===== config.mk =====
export PLATFORM = sky130hd
export DESIGN_NAME = seven_seg_scanner_flat
export DESIGN_NICKNAME = d
export VERILOG_FILES = /design/src/rtl/seven_seg_pkg.sv /design/src/rtl/seven_seg_scanner_if.sv /design/src/rtl/seven_seg_hex_decode.sv /design/src/rtl/seven_seg_scanner.sv /design/src/flat_wrapper.sv
export SDC_FILE = /design/constraint.sdc
export NUM_CORES = 1
export LEC_CHECK = 0
export CAP_MARGIN = 20
export CORE_MARGIN = 4
export CORE_UTILIZATION = 50
export DETAILED_ROUTE_END_ITERATION = 8
export DONT_BUFFER_PORTS = 1
export SKIP_LAST_GASP = 1
export SLEW_MARGIN = 25
export SYNTH_ARGS = -nofsm -noshare
export SYNTH_HDL_FRONTEND = slang
export SYNTH_HIERARCHICAL = 1
export SYNTH_SLANG_ARGS = --single-unit

===== constraint.sdc =====
create_clock -name clk -period 7.4 [get_ports clk]
set_input_delay 1.11 -clock clk [delete_from_list [all_inputs] [get_ports clk]]
set_output_delay 1.11 -clock clk [all_outputs]
set_load 0.02 [all_outputs]

===== src/rtl/seven_seg_pkg.sv =====
// Shared constants and types for the seven-segment scanner:
// active-low hex glyphs (seg[6:0] = g..a), the all-off pattern, scan states.
package seven_seg_pkg;

  localparam logic [6:0] HEX_0 = 7'b1000000;
  localparam logic [6:0] HEX_1 = 7'b1111001;
  localparam logic [6:0] HEX_2 = 7'b0100100;
  localparam logic [6:0] HEX_3 = 7'b0110000;
  localparam logic [6:0] HEX_4 = 7'b0011001;
  localparam logic [6:0] HEX_5 = 7'b0010010;
  localparam logic [6:0] HEX_6 = 7'b0000010;
  localparam logic [6:0] HEX_7 = 7'b1111000;
  localparam logic [6:0] HEX_8 = 7'b0000000;
  localparam logic [6:0] HEX_9 = 7'b0010000;
  localparam logic [6:0] HEX_A = 7'b0001000;
  localparam logic [6:0] HEX_B = 7'b0000011;
  localparam logic [6:0] HEX_C = 7'b1000110;
  localparam logic [6:0] HEX_D = 7'b0100001;
  localparam logic [6:0] HEX_E = 7'b0000110;
  localparam logic [6:0] HEX_F = 7'b0001110;

  localparam logic [6:0] SEG_OFF = 7'b1111111;

  // DEAD: all digits off between scans; ON: one digit lit
  typedef enum logic {
    DEAD = 1'b0,
    ON   = 1'b1
  } state_t;

endpackage


===== src/rtl/seven_seg_scanner_if.sv =====
// Load port of the scanner: a full display image offered with valid/ready.
//
// Handshake: the producer raises in_val with in_data/in_blank/in_dp and holds
// all of them stable until a rising clk edge where in_val & in_rdy are both 1;
// that edge is the transfer. in_rdy never depends combinationally on in_val.
interface seven_seg_scanner_if #(
  parameter int p_ndigits = 4
);
  logic                     in_val;
  logic                     in_rdy;
  logic [4*p_ndigits-1:0]   in_data;
  logic [p_ndigits-1:0]     in_blank;
  logic [p_ndigits-1:0]     in_dp;

  modport master (output in_val, output in_data, output in_blank, output in_dp,
                  input  in_rdy);
  modport slave  (input  in_val, input  in_data, input  in_blank, input  in_dp,
                  output in_rdy);
endinterface


===== src/rtl/seven_seg_hex_decode.sv =====
// Combinational hex nibble to active-low seven-segment glyph.
module seven_seg_hex_decode
  import seven_seg_pkg::*;
(
  input  logic [3:0] nib,
  output logic [6:0] seg
);

  // Glyph lookup
  always_comb begin
    seg = SEG_OFF;
    case (nib)
      4'h0: seg = HEX_0;
      4'h1: seg = HEX_1;
      4'h2: seg = HEX_2;
      4'h3: seg = HEX_3;
      4'h4: seg = HEX_4;
      4'h5: seg = HEX_5;
      4'h6: seg = HEX_6;
      4'h7: seg = HEX_7;
      4'h8: seg = HEX_8;
      4'h9: seg = HEX_9;
      4'hA: seg = HEX_A;
      4'hB: seg = HEX_B;
      4'hC: seg = HEX_C;
      4'hD: seg = HEX_D;
      4'hE: seg = HEX_E;
      4'hF: seg = HEX_F;
      default: seg = SEG_OFF;
    endcase
  end

endmodule


===== src/rtl/seven_seg_scanner.sv =====
// Time-multiplexed common-anode seven-segment driver. A DEAD/ON scan walks
// the digits; a pending image loaded over the valid/ready port is promoted to
// the display image only at the end of a frame, so a frame never tears.
module seven_seg_scanner
  import seven_seg_pkg::*;
#(
  parameter int p_ndigits = 4,
  parameter int p_dwell   = 50000,
  parameter int p_dead    = 500
) (
  input  logic                 clk,
  input  logic                 rst,
  seven_seg_scanner_if.slave   ld,
  input  logic                 lz_en,
  output logic [6:0]           seg,
  output logic                 dp_n,
  output logic [p_ndigits-1:0] an,
  output state_t               dbg_state
);

  localparam int CMAX = (p_dwell > p_dead) ? ((p_dwell > 2) ? p_dwell : 2)
                                           : ((p_dead  > 2) ? p_dead  : 2);
  localparam int CW   = $clog2(CMAX);
  localparam int IW   = (p_ndigits > 1) ? $clog2(p_ndigits) : 1;

  localparam logic [CW-1:0] DWELL_LAST = CW'(p_dwell - 1);
  localparam logic [CW-1:0] DEAD_LAST  = CW'((p_dead > 0) ? p_dead - 1 : 0);
  localparam logic [IW-1:0] LAST_IDX   = IW'(p_ndigits - 1);
  localparam state_t        INIT_STATE = (p_dead == 0) ? ON : DEAD;

  state_t                 state;
  logic [IW-1:0]          idx;
  logic [CW-1:0]          cnt;

  logic [4*p_ndigits-1:0] disp_data, pend_data;
  logic [p_ndigits-1:0]   disp_blank, pend_blank;
  logic [p_ndigits-1:0]   disp_dp, pend_dp;
  logic                   pend_v;

  logic [3:0]             nib;
  logic                   cur_blank, cur_dp, cur_sup;
  logic [p_ndigits:0]     zero_from;
  logic [p_ndigits-1:0]   an_on;
  logic [6:0]             dec_seg;
  logic                   boundary, accept, pend_v_next;

  assign dbg_state = state;

  // Select the current digit's nibble/flags and decide leading-zero suppression
  always_comb begin
    nib       = 4'h0;
    cur_blank = 1'b1;
    cur_dp    = 1'b0;
    cur_sup   = 1'b0;
    an_on     = '1;
    zero_from = '0;
    zero_from[p_ndigits] = 1'b1;
    for (int i = p_ndigits - 1; i >= 0; i--) begin
      zero_from[i] = zero_from[i+1] & (disp_data[4*i +: 4] == 4'h0);
    end
    for (int i = 0; i < p_ndigits; i++) begin
      if (idx == IW'(i)) begin
        nib       = disp_data[4*i +: 4];
        cur_blank = disp_blank[i];
        cur_dp    = disp_dp[i];
        cur_sup   = lz_en & (i != 0) & zero_from[i];
        an_on[i]  = 1'b0;
      end
    end
  end

  seven_seg_hex_decode u_dec (
    .nib (nib),
    .seg (dec_seg)
  );

  assign boundary    = (state == ON) && (cnt == DWELL_LAST) && (idx == LAST_IDX);
  assign accept      = ld.in_val & ld.in_rdy;
  assign pend_v_next = accept | (pend_v & ~boundary);

  // Scan FSM with registered pin outputs (pins show the state one cycle late)
  always_ff @(posedge clk) begin
    if (rst) begin
      state <= INIT_STATE;
      idx   <= '0;
      cnt   <= '0;
      an    <= '1;
      seg   <= SEG_OFF;
      dp_n  <= 1'b1;
    end else begin
      case (state)
        DEAD: begin
          an   <= '1;
          seg  <= SEG_OFF;
          dp_n <= 1'b1;
          if (cnt == DEAD_LAST) begin
            state <= ON;
            cnt   <= '0;
          end else begin
            cnt <= cnt + 1'b1;
          end
        end
        ON: begin
          an   <= an_on;
          seg  <= (~cur_blank & ~cur_sup) ? dec_seg : SEG_OFF;
          dp_n <= ~cur_dp;
          if (cnt == DWELL_LAST) begin
            cnt   <= '0;
            idx   <= (idx == LAST_IDX) ? '0 : idx + 1'b1;
            state <= (p_dead == 0) ? ON : DEAD;
          end else begin
            cnt <= cnt + 1'b1;
          end
        end
      endcase
    end
  end

  // Pending slot and frame-boundary commit into the display image
  always_ff @(posedge clk) begin
    if (rst) begin
      pend_v     <= 1'b0;
      ld.in_rdy  <= 1'b1;
      disp_data  <= '0;
      disp_blank <= '1;
      disp_dp    <= '0;
    end else begin
      if (boundary && pend_v) begin
        disp_data  <= pend_data;
        disp_blank <= pend_blank;
        disp_dp    <= pend_dp;
      end
      if (accept) begin
        pend_data  <= ld.in_data;
        pend_blank <= ld.in_blank;
        pend_dp    <= ld.in_dp;
      end
      pend_v    <= pend_v_next;
      ld.in_rdy <= ~pend_v_next;
    end
  end

endmodule


===== src/flat_wrapper.sv =====
// flat-port wrapper written by rule: the top's interface ports become plain ports
module seven_seg_scanner_flat import seven_seg_pkg::*;
#(
  parameter int p_ndigits = 4,
  parameter int p_dwell   = 50000,
  parameter int p_dead    = 500
)
  (clk, rst, lz_en, seg, dp_n, an, dbg_state, ld_in_val, ld_in_data, ld_in_blank, ld_in_dp, ld_in_rdy);
  seven_seg_scanner_if #(.p_ndigits(p_ndigits)) ld_i ();
  input  logic clk;
  input  logic rst;
  input  logic lz_en;
  output logic [6:0] seg;
  output logic dp_n;
  output logic [p_ndigits-1:0] an;
  output state_t dbg_state;
  input wire logic [$bits(ld_i.in_val)-1:0] ld_in_val;
  input wire logic [$bits(ld_i.in_data)-1:0] ld_in_data;
  input wire logic [$bits(ld_i.in_blank)-1:0] ld_in_blank;
  input wire logic [$bits(ld_i.in_dp)-1:0] ld_in_dp;
  output wire logic [$bits(ld_i.in_rdy)-1:0] ld_in_rdy;
  assign ld_i.in_val = ld_in_val;
  assign ld_i.in_data = ld_in_data;
  assign ld_i.in_blank = ld_in_blank;
  assign ld_i.in_dp = ld_in_dp;
  assign ld_in_rdy = ld_i.in_rdy;
  seven_seg_scanner #(.p_ndigits(p_ndigits), .p_dwell(p_dwell), .p_dead(p_dead)) u_core (.clk(clk), .rst(rst), .ld(ld_i), .lz_en(lz_en), .seg(seg), .dp_n(dp_n), .an(an), .dbg_state(dbg_state));
endmodule

======== Yosys cells after proc, flatten, opt, wreduce, memory -nomap -nowiden ========
Memories as Yosys holds them, arrays and structs flattened.
Cells that the tools add are included.
storage, ports and cells
  output and inout bits ................... 14
  register bits after elaboration ......... 81
  word-level logic and storage cells ...... 77
  input port bits ......................... 28
  memories kept ........................... 1
  bits in read-only memories .............. 112
memories
  name             depth  bits a word  rd ports  clocked after Yosys merged registers in  write ports  RTL line                    source
  (no name shown)  16     7            1         0                                        0            seven_seg_hex_decode.sv:12  case (nib)
cells by class
  bitwise gates (word level) .............. 16
  equality and inequality tests ........... 5
  muxes and demuxes ....................... 30
  add/sub/neg operators ................... 2
  reduce and logical (&&, ||, !) cells .... 9
operators with widths
  kind                   number
  $mux 16                2
  $pmux 16 s2            1
  $mux 1                 17
  $add 16x1->16 const B  1
  $eq 16x16->1 const B   1
  $eq 16x9->1 const B    1
  $mux 4                 4
  $pmux 7 s2             1
  $logic_not 4->1        3
  $and 1x1->1            8
  $pmux 4 s2             1
  $mux 7                 1
  $not 1->1              7
  $eq 2x2->1 const B     2
  $pmux 1 s2             2
  $reduce_and 2->1       2
  $logic_and 1x1->1      3
  $add 2x1->2 const B    1
  $eq 2x1->1 const B     1
  $logic_not 2->1        1
  $mux 2                 1
  $or 1x1->1             1

======== Depth between registers and ports, before layout ========
Gate-level depths: netlist of the first run.
  depth in word-level cells ............... 11
  mapped depth ............................ 14
  mapped depth without buffers ............ 13

======== Modules after synthesis ========
Netlist of the first run, hierarchy kept.
modules (own cells, without submodules)
  module                cells each  sequential area each (sq um)  area each (sq um)  times used
  seven_seg_scanner     335         1861.8                        3427.0             1
  seven_seg_hex_decode  35          0.0                           247.7              1

======== Least setup slack after synthesis of the first run ========
No wires, ideal clock.
  path type ............................... input to register
  start ................................... input port rst
  end ..................................... register u_core.pend_blank[0], enable pin
  buffers on the path ..................... 1
  arrival ................................. 2.382 ns
  setup slack ............................. 4.610 ns
  stages on the path ...................... 2
  required time ........................... 6.992 ns
  library setup time ...................... 0.408 ns
  path through ............................ clkbuf_1 nor2_1
between the ends
  word-level cells in the longest chain between the ends .. 2
ends and longest elaborated chain
  what                               RTL line                  source
  start, declared                    flat_wrapper.sv:11        input logic rst;
  $not 1->1 (no source line)         -
  $reduce_and 2->1 (no source line)  -
  end signal, assigned               seven_seg_scanner.sv:135  pend_blank <= ld.in_blank;
  end, declared                      seven_seg_scanner.sv:36   logic [p_ndigits-1:0] disp_blank, pend_blank;
No other way between the ends.
A chain may end at the register's enable or synchronous reset.

======== Worst setup path in the final report of the first run ========
  start ................................... register u_core.idx[0]
  end ..................................... register u_core.disp_data[10]
between the ends
  word-level cells in the longest chain between the ends .. 3
ends and longest elaborated chain
  what                    RTL line                  source
  start, declared         seven_seg_scanner.sv:32   logic [IW-1:0] idx;
  start signal, assigned  seven_seg_scanner.sv:109  idx <= (idx == LAST_IDX) ? '0 : idx + 1'b1;
  $eq 2x2->1              seven_seg_scanner.sv:77   assign boundary = (state == ON) && (cnt == DWELL_LAST) && (idx == LAST_IDX);
  $logic_and 1x1->1       seven_seg_scanner.sv:77
  $logic_and 1x1->1       seven_seg_scanner.sv:128  if (boundary && pend_v) begin
  end signal, assigned    seven_seg_scanner.sv:129  disp_data <= pend_data;
  end, declared           seven_seg_scanner.sv:35   logic [4*p_ndigits-1:0] disp_data, pend_data;
No other way between the ends.

==> results.sh, run 1 <==
export IMPL_finalHoldViolCount=0
export IMPL_slowest_delay_ps=780
export IMPL_drc=0
export IMPL_cts_sinks=81
export IMPL_status="completed"
export IMPL_synth_top_family_by_area="simple AND/OR/NAND/NOR gates"
export IMPL_grt_usage_pct=17.4
export IMPL_synth_top_area_share_pct=31.1
export IMPL_power_leakage_uw=0.00125
export IMPL_syn2layout_area_growth_pct=3.75
export IMPL_hold_path_class="flop to flop"
export IMPL_synth_xor_area_share_pct=3.10
export IMPL_synthArstFlopShare_pct=0
export IMPL_drv_cap=0
export IMPL_yosys_area_share_simple_pct=20.4
export IMPL_drv_slew=0
export IMPL_reg2reg_depth=5
export IMPL_path_cells="ha_1, and3_1, nand3_1, o21ai_0, a21oi_1"
export IMPL_viasPerCell=5.77
export IMPL_nNetsFinal=393
export IMPL_rows=30
export IMPL_post_cts_setup_buffers=0
export IMPL_required_ps=7640
export IMPL_ys_top_cells_by_count="dfxtp_1, a21oi_1, o21ai_0"
export IMPL_setup_viol=0
export IMPL_met3_usage_pct=3.85
export IMPL_grt_pass1_wl_mm=11.9
export IMPL_die_area_um2=8790
export IMPL_antenna_found_initial=0
export IMPL_synth_seq_cells=81
export IMPL_skew_ps=9.12
export IMPL_initial_core_util_pct=52.6
export IMPL_drt_pass1_iter_count=5
export IMPL_vdd_drop_max_mv=0.127
export IMPL_synth_compound_area_share_pct=13.9
export IMPL_clk_pin_slew_ps=80
export IMPL_drive_gt1_share_pct=9.50
export IMPL_period_minus_slack_ps=2980
export IMPL_grtUsageMet1_pct=24.9
export IMPL_worstSetupStartpointType="flop"
export IMPL_synth_fa_ha_area_share_pct=4.09
export IMPL_power_density_nw_per_um2=204
export IMPL_syn_inst=370
export IMPL_numCtsBuffers=9
export IMPL_cts_hold_buf=0
export IMPL_placed_cells=438
export IMPL_final_area_um2=3810
export IMPL_endpoint_kind="flop"
export IMPL_grt_busiest_layer="met1"
export IMPL_whs_ps=472
export IMPL_synth_seq_area_share_pct=50.7
export IMPL_synthesis_nets=410
export IMPL_slowest_stage="and3_1"
export IMPL_path_class="flop to flop"
export IMPL_placement_cell_area_um2=3640
export IMPL_dr_total_vias=2618
export IMPL_yosysTopAreaCell="dfxtp_1"
export IMPL_synth_area_um2=3670
export IMPL_cts_root_buf="clkbuf_8"
export IMPL_period_share_pct=40.2
export IMPL_wire_per_inst_um=16.3
export IMPL_cts_tree="built"
export IMPL_grt_pass1_vias=2452
export IMPL_rsz0062_at_grt="false"
export IMPL_yosysWarningCount=6
export IMPL_synthTopCellsByArea="dfxtp_1, edfxtp_1, nand4_1"
export IMPL_hpwlAfterDp_mm=4.92
export IMPL_post_synth_top_count_cell="dfxtp_1"
export IMPL_ys_flop_type="dfxtp_1"
export IMPL_finalPower_uw=777
export IMPL_port_buffers=0
export IMPL_critPathMaxFanout=22
export IMPL_max_slew_margin_pct=38.2
export IMPL_die_height_um=93.7
export IMPL_whs_path_depth=2
export IMPL_grt_overflow=0
export IMPL_postRouteWirelength_mm=7.41
export IMPL_grt_max_degree=36
export IMPL_fin_cells=454
export IMPL_clock_latency_ps=360
export IMPL_r2r_setup_slack_ps=4420
export IMPL_syn_avg_cell_area_um2=9.93
export IMPL_detail_route_antenna_nets=0
export IMPL_synth_distinct_cells=48
export IMPL_io_pins=42
export IMPL_h_tree_depth=3
export IMPL_coreArea_um2=6980
export IMPL_nFillCells=666
export IMPL_cp_data_arrival_time_ps=3210
export IMPL_n_antenna_cell=0
export IMPL_fin_setup_tns_ps=0
export IMPL_cts_buffer_depth=2
export IMPL_fmax_mhz=336
export IMPL_grt_util_met2_pct=24.7
export IMPL_drt_iter0_drc=86
export IMPL_synth_edf_count=24
export IMPL_cts_repair_resized=0
export IMPL_worst_pin_slew_ps=927
export IMPL_die_w_um=93.7
export IMPL_gp_routability_congestion=0.835
export IMPL_synth_mux_area_share_pct=1.67
-- layout make-up --
type / instances / area [µm²] / share of cell area, %
sequential: 81 / 1860 / 48.8
multi-input combinational: 245 / 1590 / 41.8
clock buffer: 9 / 124 / 3.25
tap: 96 / 120 / 3.15
inverter: 16 / 60.1 / 1.58
clock inverter: 7 / 52.6 / 1.38
-- worst max-delay path, delay by kind of cell, from the launching register on --
kind / cells / cell delay, ps
adders and majority gates: 1 / 540
and+or+nand+nor: 2 / 1420
DFF: 1 / 410
AOI/OAI and AO/OA: 2 / 470
-- per-layer routing --
metal / vias to the layer above / share of wire (%)
met5: - / 0
met2: 67 / 44
met3: 10 / 4.7
li1: 1318 / -
met1: 1223 / 50
met4: 0 / 1.5
-- registers in the layout (all words and copies together) (netlist names) --
register	count
u_core/an	4
u_core/cnt	16
u_core/dbg_state	1
u_core/disp_blank	4
u_core/disp_data	16
u_core/disp_dp	4
u_core/dp_n	1
u_core/idx	2
u_core/ld.in_rdy	1
u_core/pend_blank	4
u_core/pend_data	16
u_core/pend_dp	4
u_core/pend_v	1
u_core/seg	7
-- per-stage QoR --
stage,util [%],setup WS [ps]
6_report,54.6,4420
5_1_grt,54.6,4110
4_1_cts,54.6,4410
3_5_place_dp,52.1,4460
3_3_place_gp,52.0,4570
2_1_floorplan,-,4610
-- where the power goes --
group,internal (µW),switching [µW]
Clock,123,171
Combinational,3.67,7.79
Sequential,466,4.95
Total,593,184
-- cell families after synthesis --
logic type	after synthesis
AND/OR/NAND/NOR	126
multiplexers	6
XOR/XNOR	13
buffers and inverters	44
AO/OA/AOI/OAI	88
flip-flops	81
adder cells (fa/ha/maj)	12
-- final timing paths --
| check | from | end |
|---|---|---|
| max | u_core/idx[0] | u_core/disp_data[10] |
| min | u_core/disp_dp[3] | u_core/disp_dp[3] |
| max reg2reg | u_core/idx[0] | u_core/disp_data[10] |
| min reg2reg | u_core/disp_dp[3] | u_core/disp_dp[3] |
-- cells in the final DEF (no fill, tap or decap), types with 5 or more instances in the layout --
master     Yosys  layout
nor4_1         5       5
ha_1          12      12
dfxtp_1       57      57
xor2_1         7       7
a21oi_1       34      34
mux2i_1        5       5
inv_1         16      16
and3_1         5       5
o2111ai_1      7       7
xnor2_1        6       6
nand2_1       29      29
nand4_1       28      28
nor3_1         7       7
nor2_1        10       9
o21ai_0       30      28
nor3_2        10      10
nand3_1        9       9
clkbuf_8       0       9
edfxtp_1      24      24
Power figures use the tool's default switching activity.
==> inputs of run 2 (changes only) <==
==> constraint.sdc (replaced) <==
create_clock -name clk -period 3.07 [get_ports clk]
set_input_delay 0.4605 -clock clk [delete_from_list [all_inputs] [get_ports clk]]
set_output_delay 0.4605 -clock clk [all_outputs]
set_load 0.02 [all_outputs]
==> results.sh, run 2 (same netlist as run 1, synthesis figures left out) <==
export IMPL_status="completed"
export IMPL_r2r_setup_slack_ps=520
export IMPL_cts_tree="built"
export IMPL_viasPerCell=5.66
export IMPL_critPathMaxFanout=14
export IMPL_fin_cells=462
export IMPL_nFillCells=637
export IMPL_worstSetupStartpointType="flop"
export IMPL_cp_data_arrival_time_ps=2750
export IMPL_p_sw_share_pct=23.2
export IMPL_max_slew_margin_pct=47.8
export IMPL_layout_setup_ws_ps=516
export IMPL_h_tree_depth=3
export IMPL_grt_pass1_vias=2430
export IMPL_detail_route_antenna_nets=0
export IMPL_power_frac_seq_pct=60.7
export IMPL_reg2reg_depth=13
export IMPL_clkPwrFrac_pct=37.9
export IMPL_power_leakage_uw=0.00129
export IMPL_most_common_layout_cells="dfxtp_1, a21oi_1, o21ai_0"
export IMPL_drc=0
export IMPL_critical_path_top_delay_family="compound AO/OA/AOI/OAI gates"
export IMPL_cts_repair_resized=0
export IMPL_clk_pin_slew_ps=90
export IMPL_post_cts_setup_buffers=0
export IMPL_hpwlAfterDp_mm=4.99
export IMPL_fmax_mhz=392
export IMPL_cts_buffer_depth=2
export IMPL_period_minus_slack_ps=2550
export IMPL_whs_path_depth=1
export IMPL_port_buffers=0
export IMPL_drv_cap=0
export IMPL_pwr_share_comb_pct=1.5
export IMPL_final_util_pct=55.4
export IMPL_postRouteWirelength_mm=7.23
export IMPL_place_ws_ps=528
export IMPL_nNetsFinal=401
export IMPL_coreArea_um2=6980
export IMPL_die_height_um=93.7
export IMPL_power_density_nw_per_um2=484
export IMPL_slowest_stage="dfxtp_1"
export IMPL_rows=30
export IMPL_vdd_drop_max_mv=0.305
export IMPL_p_switching_uw=435
export IMPL_hold_path_class="primary input to flop"
export IMPL_grtUsageMet1_pct=25.7
export IMPL_grt_max_degree=36
export IMPL_cts_sinks=81
export IMPL_whs_endpoint="u_core/disp_dp[1]"
export IMPL_n_antenna_cell=0
export IMPL_syn2layout_area_growth_pct=5.28
export IMPL_r2r_start="u_core/idx[1]"
export IMPL_gp_routability_congestion=0.814
export IMPL_grt_overflow=0
export IMPL_initial_core_util_pct=52.6
export IMPL_drt_iter0_drc=165
export IMPL_path_cells="inv_1, ha_1, nand3b_1, a21oi_1, a21oi_1, o21ai_0, inv_1, ha_1, or2_2, a21oi_1, a31oi_1, inv_1, o2111ai_1"
export IMPL_clock_latency_ps=360
export IMPL_rsz0062_at_grt="false"
export IMPL_reg2reg_to="u_core/seg[3]"
export IMPL_required_ps=3270
export IMPL_finalHoldViolCount=0
export IMPL_power_internal_uw=1440
export IMPL_drt_pass1_iter_count=7
export IMPL_worst_pin_slew_ps=781
export IMPL_grt_pass1_wl_mm=12.2
export IMPL_setup_viol=0
export IMPL_antenna_found_initial=0
export IMPL_endpoint_kind="flop"
export IMPL_period_share_pct=83.2
export IMPL_slowest_delay_ps=370
export IMPL_cts_root_buf="clkbuf_8"
export IMPL_placed_cells=446
export IMPL_grt_busiest_layer="met1"
export IMPL_cts_hold_buf=0
export IMPL_wire_per_inst_um=15.6
export IMPL_reg_top3="u_core/cnt: 16 flops, u_core/disp_data: 16 flops, u_core/pend_data: 16 flops"
export IMPL_die_w_um=93.7
export IMPL_drv_slew=0
export IMPL_path_class="flop to flop"
export IMPL_grt_util_met2_pct=24.2
export IMPL_grt_usage_pct=17.6
export IMPL_die_area_um2=8790
export IMPL_cp_num_buf_inv=3
export IMPL_skew_ps=11.2
export IMPL_layout_cells_most_common="dfxtp_1"
export IMPL_drive_gt1_share_pct=11.5
export IMPL_io_pins=42
export IMPL_fin_setup_tns_ps=0
export IMPL_numCtsBuffers=9
export IMPL_dr_total_vias=2617
export IMPL_worstHoldStart="rst"
export IMPL_met3_usage_pct=5.29
## run 2: changes by cell type in the layout (fill, tap and decap cells not counted)
cell,change
clkinvlp_4,-1
inv_6,+1
nor2_2,+1
clkbuf_1,+1
o21ai_0,+2
o21ai_1,-2
clkinv_1,-1
buf_4,+8
nor2_4,-1
## run 2: how the worst max path moves through the flow
stage	slack, ps	to	start	cells past startpoint
after floorplan	490	u_core/seg[3]	u_core/idx[1]	14
after global placement	620	u_core/seg[3]	u_core/idx[1]	13
after detailed placement	530	u_core/seg[3]	u_core/idx[1]	13
after CTS	510	u_core/seg[3]	u_core/idx[1]	13
after global routing	210	u_core/seg[0]	u_core/idx[1]	13
final	520	u_core/seg[3]	u_core/idx[1]	13
## run 2: area by class of cell
type                       instances  area (µm²)  area share (%)
sequential                        81        1860            48.1
tap                               96         120            3.10
inverter                          16        60.1            1.55
multi-input combinational        245        1590            41.1
timing repair buffer               8        60.1            1.55
clock buffer                      10         128            3.30
clock inverter                     6        50.0            1.29
## run 2: power by group through the flow
stage | clock network (µW) | logic, µW | registers, µW
floorplan | 0 | 31.0 | 1160
global placement | 0 | 27.7 | 1160
detailed placement | 0 | 28.3 | 1160
CTS | 732 | 28.4 | 1140
global route | 787 | 32.5 | 1140
finish | 709 | 27.4 | 1140
## run 2: metrics by stage
step	hold WS (ps)	power, µW	cell area (µm²)
floorplan	445	1190	3670
finish	167	1870	3870
CTS	154	1900	3870
global placement	461	1190	3690
global route	138	1960	3870
detailed placement	472	1190	3690
## run 2: routing by layer
metal / wire (µm) / up-vias
li1: - / 1329
met1: 3630 / 1208
met2: 3070 / 68
met3: 388 / 12
met4: 141 / 0
met5: 0 / -
## run 2: worst reg2reg max path, delay by kind of cell, from the launching register on
family | cells | cell delay (ps)
compound gates | 6 | 700
fa+ha+maj | 2 | 540
buf+inv | 3 | 290
flops | 1 | 370
simple gates | 2 | 500
==> inputs of run 3 (changes only) <==
==> constraint.sdc (replaced) <==
create_clock -name clk -period 2.62 [get_ports clk]
set_input_delay 0.393 -clock clk [delete_from_list [all_inputs] [get_ports clk]]
set_output_delay 0.393 -clock clk [all_outputs]
set_load 0.02 [all_outputs]
==> results.sh, run 3 (same netlist as run 1, synthesis figures left out) <==
export IMPL_status="completed"
export IMPL_final_area_um2=3920
export IMPL_viasPerCell=5.56
export IMPL_rsz0062_at_grt="false"
export IMPL_cts_sinks=81
export IMPL_critical_path_top_delay_family="compound AO/OA/AOI/OAI gates"
export IMPL_max_slew_margin_pct=55.1
export IMPL_wire_per_inst_um=15.7
export IMPL_numCtsBuffers=9
export IMPL_drv_slew=0
export IMPL_cp_data_arrival_time_ps=2630
export IMPL_layout_cells_most_common="dfxtp_1"
export IMPL_slowest_stage="dfxtp_1"
export IMPL_slowest_delay_ps=380
export IMPL_cts_buffer_depth=2
export IMPL_drv_cap=0
export IMPL_path_cells="inv_1, ha_1, nand3b_1, a21oi_1, a21oi_1, o21ai_0, inv_1, ha_1, or2_2, a21oi_1, a31oi_1, inv_1, o2111ai_1"
export IMPL_cts_tree="built"
export IMPL_cts_hold_buf=0
export IMPL_rows=30
export IMPL_grt_pass1_vias=2496
export IMPL_antenna_found_initial=0
export IMPL_finalPower_uw=2280
export IMPL_place_ws_ps=195
export IMPL_detail_route_antenna_nets=0
export IMPL_period_share_pct=92.7
export IMPL_gp_routability_congestion=0.832
export IMPL_power_leakage_uw=0.00132
export IMPL_worst_pin_slew_ps=674
export IMPL_fin_setup_tns_ps=0
export IMPL_die_area_um2=8790
export IMPL_final_util_pct=56.1
export IMPL_n_antenna_cell=0
export IMPL_grt_pass1_wl_mm=12.2
export IMPL_clk_pin_slew_ps=80
export IMPL_placement_cell_area_um2=3720
export IMPL_grt_max_degree=36
export IMPL_skew_ps=4.54
export IMPL_die_height_um=93.7
export IMPL_drt_iter0_drc=117
export IMPL_h_tree_depth=3
export IMPL_port_buffers=0
export IMPL_cp_num_buf_inv=3
export IMPL_cts_root_buf="clkbuf_8"
export IMPL_most_common_layout_cells="dfxtp_1, a21oi_1, o21ai_0"
export IMPL_nNetsFinal=405
export IMPL_worstSetupStartpointType="flop"
export IMPL_endpoint_kind="flop"
export IMPL_syn2layout_area_growth_pct=6.67
export IMPL_io_pins=42
export IMPL_die_w_um=93.7
export IMPL_fmax_mhz=412
export IMPL_vdd_drop_max_mv=0.392
export IMPL_critPathMaxFanout=9
export IMPL_power_density_nw_per_um2=582
export IMPL_coreArea_um2=6980
export IMPL_cts_repair_resized=0
export IMPL_dr_total_vias=2592
export IMPL_required_ps=2830
export IMPL_hold_path_class="primary input to flop"
export IMPL_drive_gt1_share_pct=12.4
export IMPL_path_class="flop to flop"
export IMPL_hpwlAfterDp_mm=5.03
export IMPL_reg_top3="u_core/cnt: 16 flops, u_core/disp_data: 16 flops, u_core/pend_data: 16 flops"
export IMPL_grt_overflow=0
export IMPL_grt_usage_pct=17.5
export IMPL_drt_pass1_iter_count=4
export IMPL_postRouteWirelength_mm=7.31
export IMPL_post_cts_setup_buffers=0
export IMPL_initial_core_util_pct=52.6
export IMPL_setup_viol=0
export IMPL_finalHoldViolCount=0
export IMPL_drc=0
export IMPL_layout_setup_ws_ps=192
export IMPL_clock_latency_ps=350
export IMPL_period_minus_slack_ps=2430
[run 3: path summary, 6_finish.rpt]
path | depth (start not counted) | to | slack, ps | startpoint
max | 13 | u_core/seg[3] | 190 | u_core/idx[1]
min | 1 | u_core/dbg_state | 110 | rst
min reg2reg | 2 | u_core/disp_dp[3] | 480 | u_core/disp_dp[3]
max reg2reg | 13 | u_core/seg[3] | 190 | u_core/idx[1]
[run 3: stage by stage]
stage,hold WS [ps],instances
floorplan,445,370
global placement,460,450
detailed placement,461,450
CTS,84.6,466
global route,71.4,466
finish,108,466
[run 3: metal layers]
layer  vias up  global-route usage (%)  part of all wire (%)
met3         6                    6.25                   4.6
met2        54                    26.1                    44
met4         0                    5.05                  0.99
met1      1188                    24.1                    50
met5         -                       0                     0
li1       1344                       -                     -
[run 3: final cells by class]
cell class,instances,area [µm²]
clock buffer,9,124
clock inverter,7,75.1
fill,658,3060
inverter,16,60.1
multi-input combinational,245,1590
sequential,81,1860
tap,96,120
timing repair buffer,12,90.1
[run 3: power breakdown]
group	internal, µW	leakage, µW	switching (µW)
Sequential	1320	0.000683	13.7
Combinational	11.1	0.000546	21.2
Clock	447	0.0000943	473
